==> config.mk <==
export PLATFORM = sky130hd
export DESIGN_NAME = mbist_march_ctrl_flat
export DESIGN_NICKNAME = d
export VERILOG_FILES = /design/src/rtl/mbist_mem_if.sv /design/src/rtl/mbist_march_ctrl.sv /design/src/flat_wrapper.sv
export SDC_FILE = /design/constraint.sdc
export NUM_CORES = 1
export LEC_CHECK = 0
export ABC_AREA = 1
export CORE_MARGIN = 3
export CORE_UTILIZATION = 48
export CTS_CLUSTER_SIZE = 20
export DETAILED_ROUTE_END_ITERATION = 10
export HOLD_SLACK_MARGIN = 0.15
export PLACE_DENSITY = 0.83
export SETUP_SLACK_MARGIN = 0.5
export SYNTH_ARGS = -nofsm -noshare
export SYNTH_HDL_FRONTEND = slang
export SYNTH_SLANG_ARGS = --single-unit
==> constraint.sdc <==
create_clock -name clk -period 2.6 [get_ports clk]
set_input_delay 0.52 -clock clk [delete_from_list [all_inputs] [get_ports clk]]
set_output_delay 0.52 -clock clk [all_outputs]
set_load 0.05 [all_outputs]
==> src/rtl/mbist_mem_if.sv <==
// Memory-side bus of the March C- BIST controller.
// Same signal set as the single-port fault_mem under test.
interface mbist_mem_if #(
    parameter int DATA_WIDTH = 8,
    parameter int ADDR_WIDTH = 4
);
    logic                  mem_write_read;
    logic [ADDR_WIDTH-1:0] mem_address;
    logic [DATA_WIDTH-1:0] mem_wdata;
    logic [DATA_WIDTH-1:0] mem_rdata;

    modport master (
        output mem_write_read,
        output mem_address,
        output mem_wdata,
        input  mem_rdata
    );

    modport slave (
        input  mem_write_read,
        input  mem_address,
        input  mem_wdata,
        output mem_rdata
    );
endinterface

==> src/rtl/mbist_march_ctrl.sv <==
// March C- memory BIST controller for a single-port memory with
// one-cycle write-data skew and two-cycle read latency.
module mbist_march_ctrl #(
    parameter int DATA_WIDTH = 8,
    parameter int ADDR_WIDTH = 4,
    parameter int CAPACITY   = 16,
    parameter int CNT_WIDTH  = 8
) (
    input  logic                  clk,
    input  logic                  rst_n,
    input  logic                  start,
    output logic                  busy,
    output logic                  done,
    output logic                  pass,
    output logic [CNT_WIDTH-1:0]  fail_count,
    output logic [ADDR_WIDTH-1:0] fail_addr,
    output logic [2:0]            fail_elem,
    output logic [DATA_WIDTH-1:0] fail_data,
    mbist_mem_if.master           mem
);
    typedef enum logic [1:0] {IDLE, RUN, DRAIN} state_t;

    typedef struct packed {
        logic                  valid;
        logic [DATA_WIDTH-1:0] exp;
        logic [ADDR_WIDTH-1:0] addr;
        logic [2:0]            elem;
    } tag_t;

    localparam logic [ADDR_WIDTH-1:0] LAST = ADDR_WIDTH'(CAPACITY - 1);
    localparam logic [DATA_WIDTH-1:0] ONES = '1;

    state_t                state, next_state;
    logic [2:0]            elem;
    logic [ADDR_WIDTH-1:0] addr;
    logic                  ph;
    logic [1:0]            drain_cnt;
    tag_t                  t1, t2, t3;

    logic                  two_op, down, last_ph, addr_end, run_last;
    logic                  op_we, mismatch, drain_end;
    logic [DATA_WIDTH-1:0] rd_exp, wr_val;

    // Decode the current op from element, address and phase.
    always_comb begin
        two_op   = (elem != 3'd0) && (elem != 3'd5);
        down     = (elem == 3'd3) || (elem == 3'd4);
        op_we    = (elem == 3'd0) || (two_op && ph);
        last_ph  = !two_op || ph;
        addr_end = down ? (addr == '0) : (addr == LAST);
        run_last = (elem == 3'd5) && addr_end;
        rd_exp   = ((elem == 3'd2) || (elem == 3'd4)) ? ONES : '0;
        wr_val   = ((elem == 3'd1) || (elem == 3'd3)) ? ONES : '0;
        drain_end = (state == DRAIN) && (drain_cnt == 2'd3);
        mismatch = t3.valid && (mem.mem_rdata !== t3.exp);
    end

    // Write data leads the write strobe, so it follows the live op.
    assign mem.mem_wdata = (state == RUN && op_we) ? wr_val : '0;

    // State register.
    always_ff @(posedge clk or negedge rst_n) begin
        if (!rst_n) state <= IDLE;
        else        state <= next_state;
    end

    // Next-state logic.
    always_comb begin
        next_state = state;
        unique case (state)
            IDLE:    if (start) next_state = RUN;
            RUN:     if (run_last) next_state = DRAIN;
            DRAIN:   if (drain_cnt == 2'd3) next_state = IDLE;
            default: next_state = IDLE;
        endcase
    end

    // Op generator: one op per cycle, parked at E0/addr 0 outside RUN.
    always_ff @(posedge clk or negedge rst_n) begin
        if (!rst_n) begin
            elem <= '0;
            addr <= '0;
            ph   <= 1'b0;
        end else if (state != RUN) begin
            elem <= '0;
            addr <= '0;
            ph   <= 1'b0;
        end else if (!last_ph) begin
            ph <= 1'b1;
        end else begin
            ph <= 1'b0;
            if (!addr_end) begin
                addr <= down ? addr - ADDR_WIDTH'(1)
                             : addr + ADDR_WIDTH'(1);
            end else begin
                elem <= elem + 3'd1;
                addr <= (elem == 3'd2 || elem == 3'd3) ? LAST : '0;
            end
        end
    end

    // Strobe/address lag wdata by a cycle; read tags follow the read.
    always_ff @(posedge clk or negedge rst_n) begin
        if (!rst_n) begin
            mem.mem_write_read <= 1'b0;
            mem.mem_address    <= '0;
            t1 <= '0;
            t2 <= '0;
            t3 <= '0;
        end else begin
            if (state == RUN) begin
                mem.mem_write_read <= op_we;
                mem.mem_address    <= addr;
                t1 <= '{valid: !op_we, exp: rd_exp,
                        addr: addr, elem: elem};
            end else begin
                mem.mem_write_read <= 1'b0;
                mem.mem_address    <= '0;
                t1 <= '0;
            end
            t2 <= t1;
            t3 <= t2;
        end
    end

    // Drain counter covers the three tag stages plus the compare.
    always_ff @(posedge clk or negedge rst_n) begin
        if (!rst_n)              drain_cnt <= '0;
        else if (state == DRAIN) drain_cnt <= drain_cnt + 2'd1;
        else                     drain_cnt <= '0;
    end

    // Run status, mismatch counting and first-failure capture.
    always_ff @(posedge clk or negedge rst_n) begin
        if (!rst_n) begin
            busy       <= 1'b0;
            done       <= 1'b0;
            pass       <= 1'b0;
            fail_count <= '0;
            fail_addr  <= '0;
            fail_elem  <= '0;
            fail_data  <= '0;
        end else begin
            done <= 1'b0;
            if (state == IDLE && start) begin
                busy       <= 1'b1;
                pass       <= 1'b0;
                fail_count <= '0;
                fail_addr  <= '0;
                fail_elem  <= '0;
                fail_data  <= '0;
            end else if (mismatch) begin
                if (fail_count != '1)
                    fail_count <= fail_count + CNT_WIDTH'(1);
                if (fail_count == '0) begin
                    fail_addr <= t3.addr;
                    fail_elem <= t3.elem;
                    fail_data <= mem.mem_rdata;
                end
            end
            if (drain_end) begin
                done <= 1'b1;
                busy <= 1'b0;
                pass <= (fail_count == '0);
            end
        end
    end
endmodule

==> src/flat_wrapper.sv <==
// flat-port wrapper written by rule: the top's interface ports become plain ports
module mbist_march_ctrl_flat 
#(
    parameter int DATA_WIDTH = 8,
    parameter int ADDR_WIDTH = 4,
    parameter int CAPACITY   = 16,
    parameter int CNT_WIDTH  = 8
)
  (clk, rst_n, start, busy, done, pass, fail_count, fail_addr, fail_elem, fail_data, mem_mem_write_read, mem_mem_address, mem_mem_wdata, mem_mem_rdata);
  mbist_mem_if #(.DATA_WIDTH(DATA_WIDTH), .ADDR_WIDTH(ADDR_WIDTH)) mem_i ();
  input  logic clk;
  input  logic rst_n;
  input  logic start;
  output logic busy;
  output logic done;
  output logic pass;
  output logic [CNT_WIDTH-1:0] fail_count;
  output logic [ADDR_WIDTH-1:0] fail_addr;
  output logic [2:0] fail_elem;
  output logic [DATA_WIDTH-1:0] fail_data;
  output wire logic [$bits(mem_i.mem_write_read)-1:0] mem_mem_write_read;
  output wire logic [$bits(mem_i.mem_address)-1:0] mem_mem_address;
  output wire logic [$bits(mem_i.mem_wdata)-1:0] mem_mem_wdata;
  input wire logic [$bits(mem_i.mem_rdata)-1:0] mem_mem_rdata;
  assign mem_mem_write_read = mem_i.mem_write_read;
  assign mem_mem_address = mem_i.mem_address;
  assign mem_mem_wdata = mem_i.mem_wdata;
  assign mem_i.mem_rdata = mem_mem_rdata;
  mbist_march_ctrl #(.DATA_WIDTH(DATA_WIDTH), .ADDR_WIDTH(ADDR_WIDTH), .CAPACITY(CAPACITY), .CNT_WIDTH(CNT_WIDTH)) u_core (.clk(clk), .rst_n(rst_n), .start(start), .busy(busy), .done(done), .pass(pass), .fail_count(fail_count), .fail_addr(fail_addr), .fail_elem(fail_elem), .fail_data(fail_data), .mem(mem_i));
endmodule
After elaboration in Yosys (flattened, before gate mapping) --
Index checks and enable logic that the tools add are counted. W data, S select, Z words.
Operators by class: $add $sub $neg 5, multipliers 0, divide/modulo/power cells 0, magnitude comparators 0, equality and inequality tests 16, shift operators 0, mux-type cells 39, bitwise logic cells 0, reduce and logical (&&, ||, !) cells 30
Operators by type and width (count):
- $mux W8 | 9
- $mux W4 | 9
- $mux W3 | 6
- $mux W16 | 1
- $reduce_bool A2 Y1 | 6
- $mux W1 | 9
- $add A8 B1 Y8 const B | 1
- $logic_not A8 Y1 | 1
- $mux W2 | 4
- $ne A8 B8 Y1 const B | 1
- $nex A8 B8 Y1 | 1
- $logic_and A1 B1 Y1 | 7
- $eq A3 B2 Y1 const B | 2
- $eq A3 B3 Y1 const B | 2
- $logic_or A1 B1 Y1 | 6
- $pmux W2 S3 | 1
- $reduce_and A2 Y1 | 3
- $add A4 B1 Y4 const B | 1
- $eq A2 B2 Y1 const B | 2
- $eq A4 B4 Y1 const B | 1
- $logic_not A4 Y1 | 1
- $ne A2 B1 Y1 const B | 2
- $ne A2 B2 Y1 const B | 2
- $sub A4 B1 Y4 const B | 1
- other kinds (10) | 11
Word-level totals: register bits 91, latch bits 0, bits in writable memories 0, bits in read-only memories 0, bits of input ports 11, word-level logic and storage cells 116, memories kept 0

Longest topological paths before layout --
depth in word-level cells 6, gate-level depth with buffers 14

Least setup slack after synthesis --
No wires, ideal clock.
path kind reg2out, start register u_core.elem[1], end output port mem_mem_wdata[1], arrival time 3.281 ns, data required time 2.080 ns, path slack -1.201 ns, stages on the path, launching flop included 7, path through dfrtp_1 > inv_1 > ha_1 > nand2_1 > inv_1 > nor4_1 > buf_4
Between the ends: word-level cells in the longest chain between the ends 6
RTL lines:
- start: declaration | line mbist_march_ctrl.sv:34 | logic [2:0] elem;
- start signal: assignment | line mbist_march_ctrl.sv:96 | elem <= elem + 3'd1;
- $ne A3 B3 Y1 or $reduce_bool A3 Y1 (tied branches) | line mbist_march_ctrl.sv:46 | two_op = (elem != 3'd0) && (elem != 3'd5);
- $logic_and A1 B1 Y1 | line mbist_march_ctrl.sv:46
- $logic_and A1 B1 Y1 | line mbist_march_ctrl.sv:48 | op_we = (elem == 3'd0) || (two_op && ph);
- $logic_or A1 B1 Y1 | line mbist_march_ctrl.sv:48
- $logic_and A1 B1 Y1 | line mbist_march_ctrl.sv:59 | assign mem.mem_wdata = (state == RUN && op_we) ? wr_val : '0;
- $mux W8 * | line mbist_march_ctrl.sv:59
- end: declaration | line flat_wrapper.sv:23 | output wire logic [$bits(mem_i.mem_wdata)-1:0] mem_mem_wdata;
Every way passes the cells marked *; elsewhere a longest branch is shown, timed or not.

Worst setup path in the final report --
start register u_core.elem[0], end output port mem_mem_wdata[7]
Same word-level chain as after synthesis.

==> flow_summary.json <==
{
  "outcome": "completed",
  "fill_cells": 503,
  "dr.first_iter.drc_count": 213,
  "clockBufferDepth": 2,
  "max_stage_delay_ps": 450,
  "grt_usage": 0.197,
  "h-tree-depth": 3,
  "holdWs_ps": 181,
  "die_w_um": 87.9,
  "power_density_nw_per_um2": 1200,
  "yosys_warnings": 0,
  "critPathMostFrequentCell": "ha_1",
  "max_freq_mhz": 437,
  "slew_viol_final": 0,
  "wire_per_inst_um": 14.7,
  "dp_hpwl_um": 4860,
  "fin_nets": 437,
  "multi_input_comb_area_um2": 1380,
  "critPathRequiredTime_ps": 2080,
  "grt_max_degree": 67,
  "mostFrequentLayoutCell": "nand2_1",
  "drive_gt1_frac": 0.190,
  "peakVddDrop_mv": 0.733,
  "ctsHoldBuffers": 0,
  "initial_utilization": 0.501,
  "critical_path.cell_chain": "ha_1 > ha_1 > a21oi_2 > nor4_4 > buf_6 > buf_12",
  "cts.sinks": 66,
  "regArea_um2": 1650,
  "numCtsBuffers": 9,
  "root_buffer": "clkbuf_8",
  "path_delay_family": "flip-flops",
  "setup_viol": 0,
  "final_antenna_net_count": 0,
  "viasPerCell": 5.45,
  "critPathArrivalTime_ps": 1770,
  "worst-path-max-fanout": 8,
  "hold_viol": 0,
  "maxCapViolations": 0,
  "grt_first_pass_wirelength_um": 11700,
  "slowest_stage": "dfrtp_2",
  "p_leak_nw": 2.18,
  "die-area_um2": 7730,
  "rsz0062_at_grt": "true",
  "die_h_um": 87.9,
  "grt_pass1_vias": 2600,
  "syn_to_final_growth_pct": 29.3,
  "cts.reportedPaths.clkPinSlew_ps": 70,
  "synth_area_per_cell_um2": 8.92,
  "num_rows": 29,
  "tns_ps": 0,
  "slew_headroom": 0.659,
  "post_dp_cell_area_um2": 3830,
  "finalCritPeriodShare": 0.880,
  "yosysUniqueCellTypes": 28,
  "yosysSeqAreaShare": 0.513,
  "final_cell_mix": "nand2_1, dfrtp_1, nor2_1",
  "io_pins": 50,
  "clk_latency_ps": 340,
  "syn_nets": 383,
  "end_kind": "primary output",
  "wl_um": 7280,
  "crit_type": "register to primary output",
  "grt_antenna_before_repair": 0,
  "gp_congestion": 0.879,
  "worst_pin_slew_ps": 511,
  "overflow": 0,
  "io_buffers": 49,
  "yosys_register_bits": 66,
  "core_area_um2": 6420,
  "netlist_area_um2": 3220,
  "vias": 2708,
  "dr.pass1.iters": 4,
  "critical_path_buf_inv_count": 2,
  "min_period_ps": 2290,
  "hp-class": "input port to async pin",
  "synthCells": 361,
  "finClkSkew_ps": 8.93,
  "cts_tree": "built",
  "fin_area_um2": 4160,
  "remaining_drc_errors": 0,
  "worstSetupStartpointType": "register",
  "antenna_cells": 0
}
-- logic make-up (layout without fill, tap and decap cells) --
group,Yosys count,in the layout,synth area share
fa+ha+maj,11,11,0.0451
buf+inv,58,117,0.0882
compound gates,11,11,0.0206
flops,66,66,0.513
xor+xnor,3,3,0.00816
simple gates,212,212,0.325
-- final timing paths --
check / cells past startpoint / endpoint / start / slack, ps
worst max-delay path: 6 / mem_mem_wdata[7] / u_core.elem[0] / 310
worst max register to register: 15 / u_core.addr[3] / u_core.elem[1] / 600
min in group clk: 0 / u_core.t3[2] / u_core.t2[2] / 340
worst min register to register: 0 / u_core.t3[2] / u_core.t2[2] / 340
worst min-delay path: 2 / u_core.fail_data[5] / rst_n / 180
max in group asynchronous: 2 / u_core.elem[0] / rst_n / 2130
-- final cells by class --
class	count	area share
clock buffer	12	0.0373
clock inverter	4	0.00631
inverter	38	0.0361
multi-input combinational	237	0.330
sequential	66	0.397
tap	77	0.0231
timing repair buffer	63	0.170
-- through the flow --
step | std cells | setup WS (ps) | total power [W] | utilization
6_report | 497 | 312 | 0.00500 | 0.648
5_1_grt | 497 | 203 | 0.00528 | 0.648
4_1_cts | 495 | 313 | 0.00494 | 0.636
3_5_place_dp | 472 | 540 | 0.00409 | 0.597
3_3_place_gp | 472 | 602 | 0.00401 | 0.597
2_1_floorplan | 361 | 150 | 0.00336 | -
-- synth_stat cells (all sizes together) --
cell | instances | area [um^2]
inv | 38 | 143
nor4 | 1 | 6.26
nor2 | 42 | 191
clkbuf | 1 | 3.75
nand3 | 51 | 315
nand2 | 93 | 359
dfrtp | 66 | 1650
nand4 | 22 | 159
nor3 | 3 | 15.0
xnor2 | 1 | 8.76
fa | 1 | 20.0
xor2 | 2 | 17.5
buf | 19 | 138
o21ai | 8 | 40.0
a21oi | 3 | 26.3
ha | 10 | 125
-- state kept, by name, indices dropped and copies added (netlist names) --
| name | cells |
|---|---|
| u_core.t2 | 9 |
| u_core.t3 | 9 |
| u_core.fail_count | 8 |
| u_core.fail_data | 8 |
| u_core.t1 | 5 |
| u_core.addr | 4 |
| u_core.fail_addr | 4 |
| u_core.mem.mem_address | 4 |
| u_core.elem | 3 |
| u_core.fail_elem | 3 |
| u_core.drain_cnt | 2 |
| u_core.state | 2 |
| u_core.busy | 1 |
| u_core.done | 1 |
| u_core.mem.mem_write_read | 1 |
| u_core.pass | 1 |
| u_core.ph | 1 |
-- timing repair --
action / CTS / global route
endpoints found under the setup margin: 16 / 17
buffers inserted: 7 / 2
pin swaps: 3 / 4
gates resized for setup: 13 / 16
-- layer usage --
metal | up-vias | GRT usage | routed length, um
li1 | 1271 | - | -
met4 | 0 | 0.0781 | 132
met3 | 18 | 0.0611 | 446
met5 | - | 0 | 0
met1 | 1317 | 0.225 | 2920
met2 | 102 | 0.343 | 3790
-- report_power, final --
group | leakage, nW | switching (W) | internal (W) | total [W]
clock network | 0.0924 | 0.000374 | 0.000396 | 0.000770
registers | 0.851 | 0.000258 | 0.00137 | 0.00162
logic | 1.23 | 0.00163 | 0.000980 | 0.00261
Note: power is estimated with default switching activity, not from simulation.
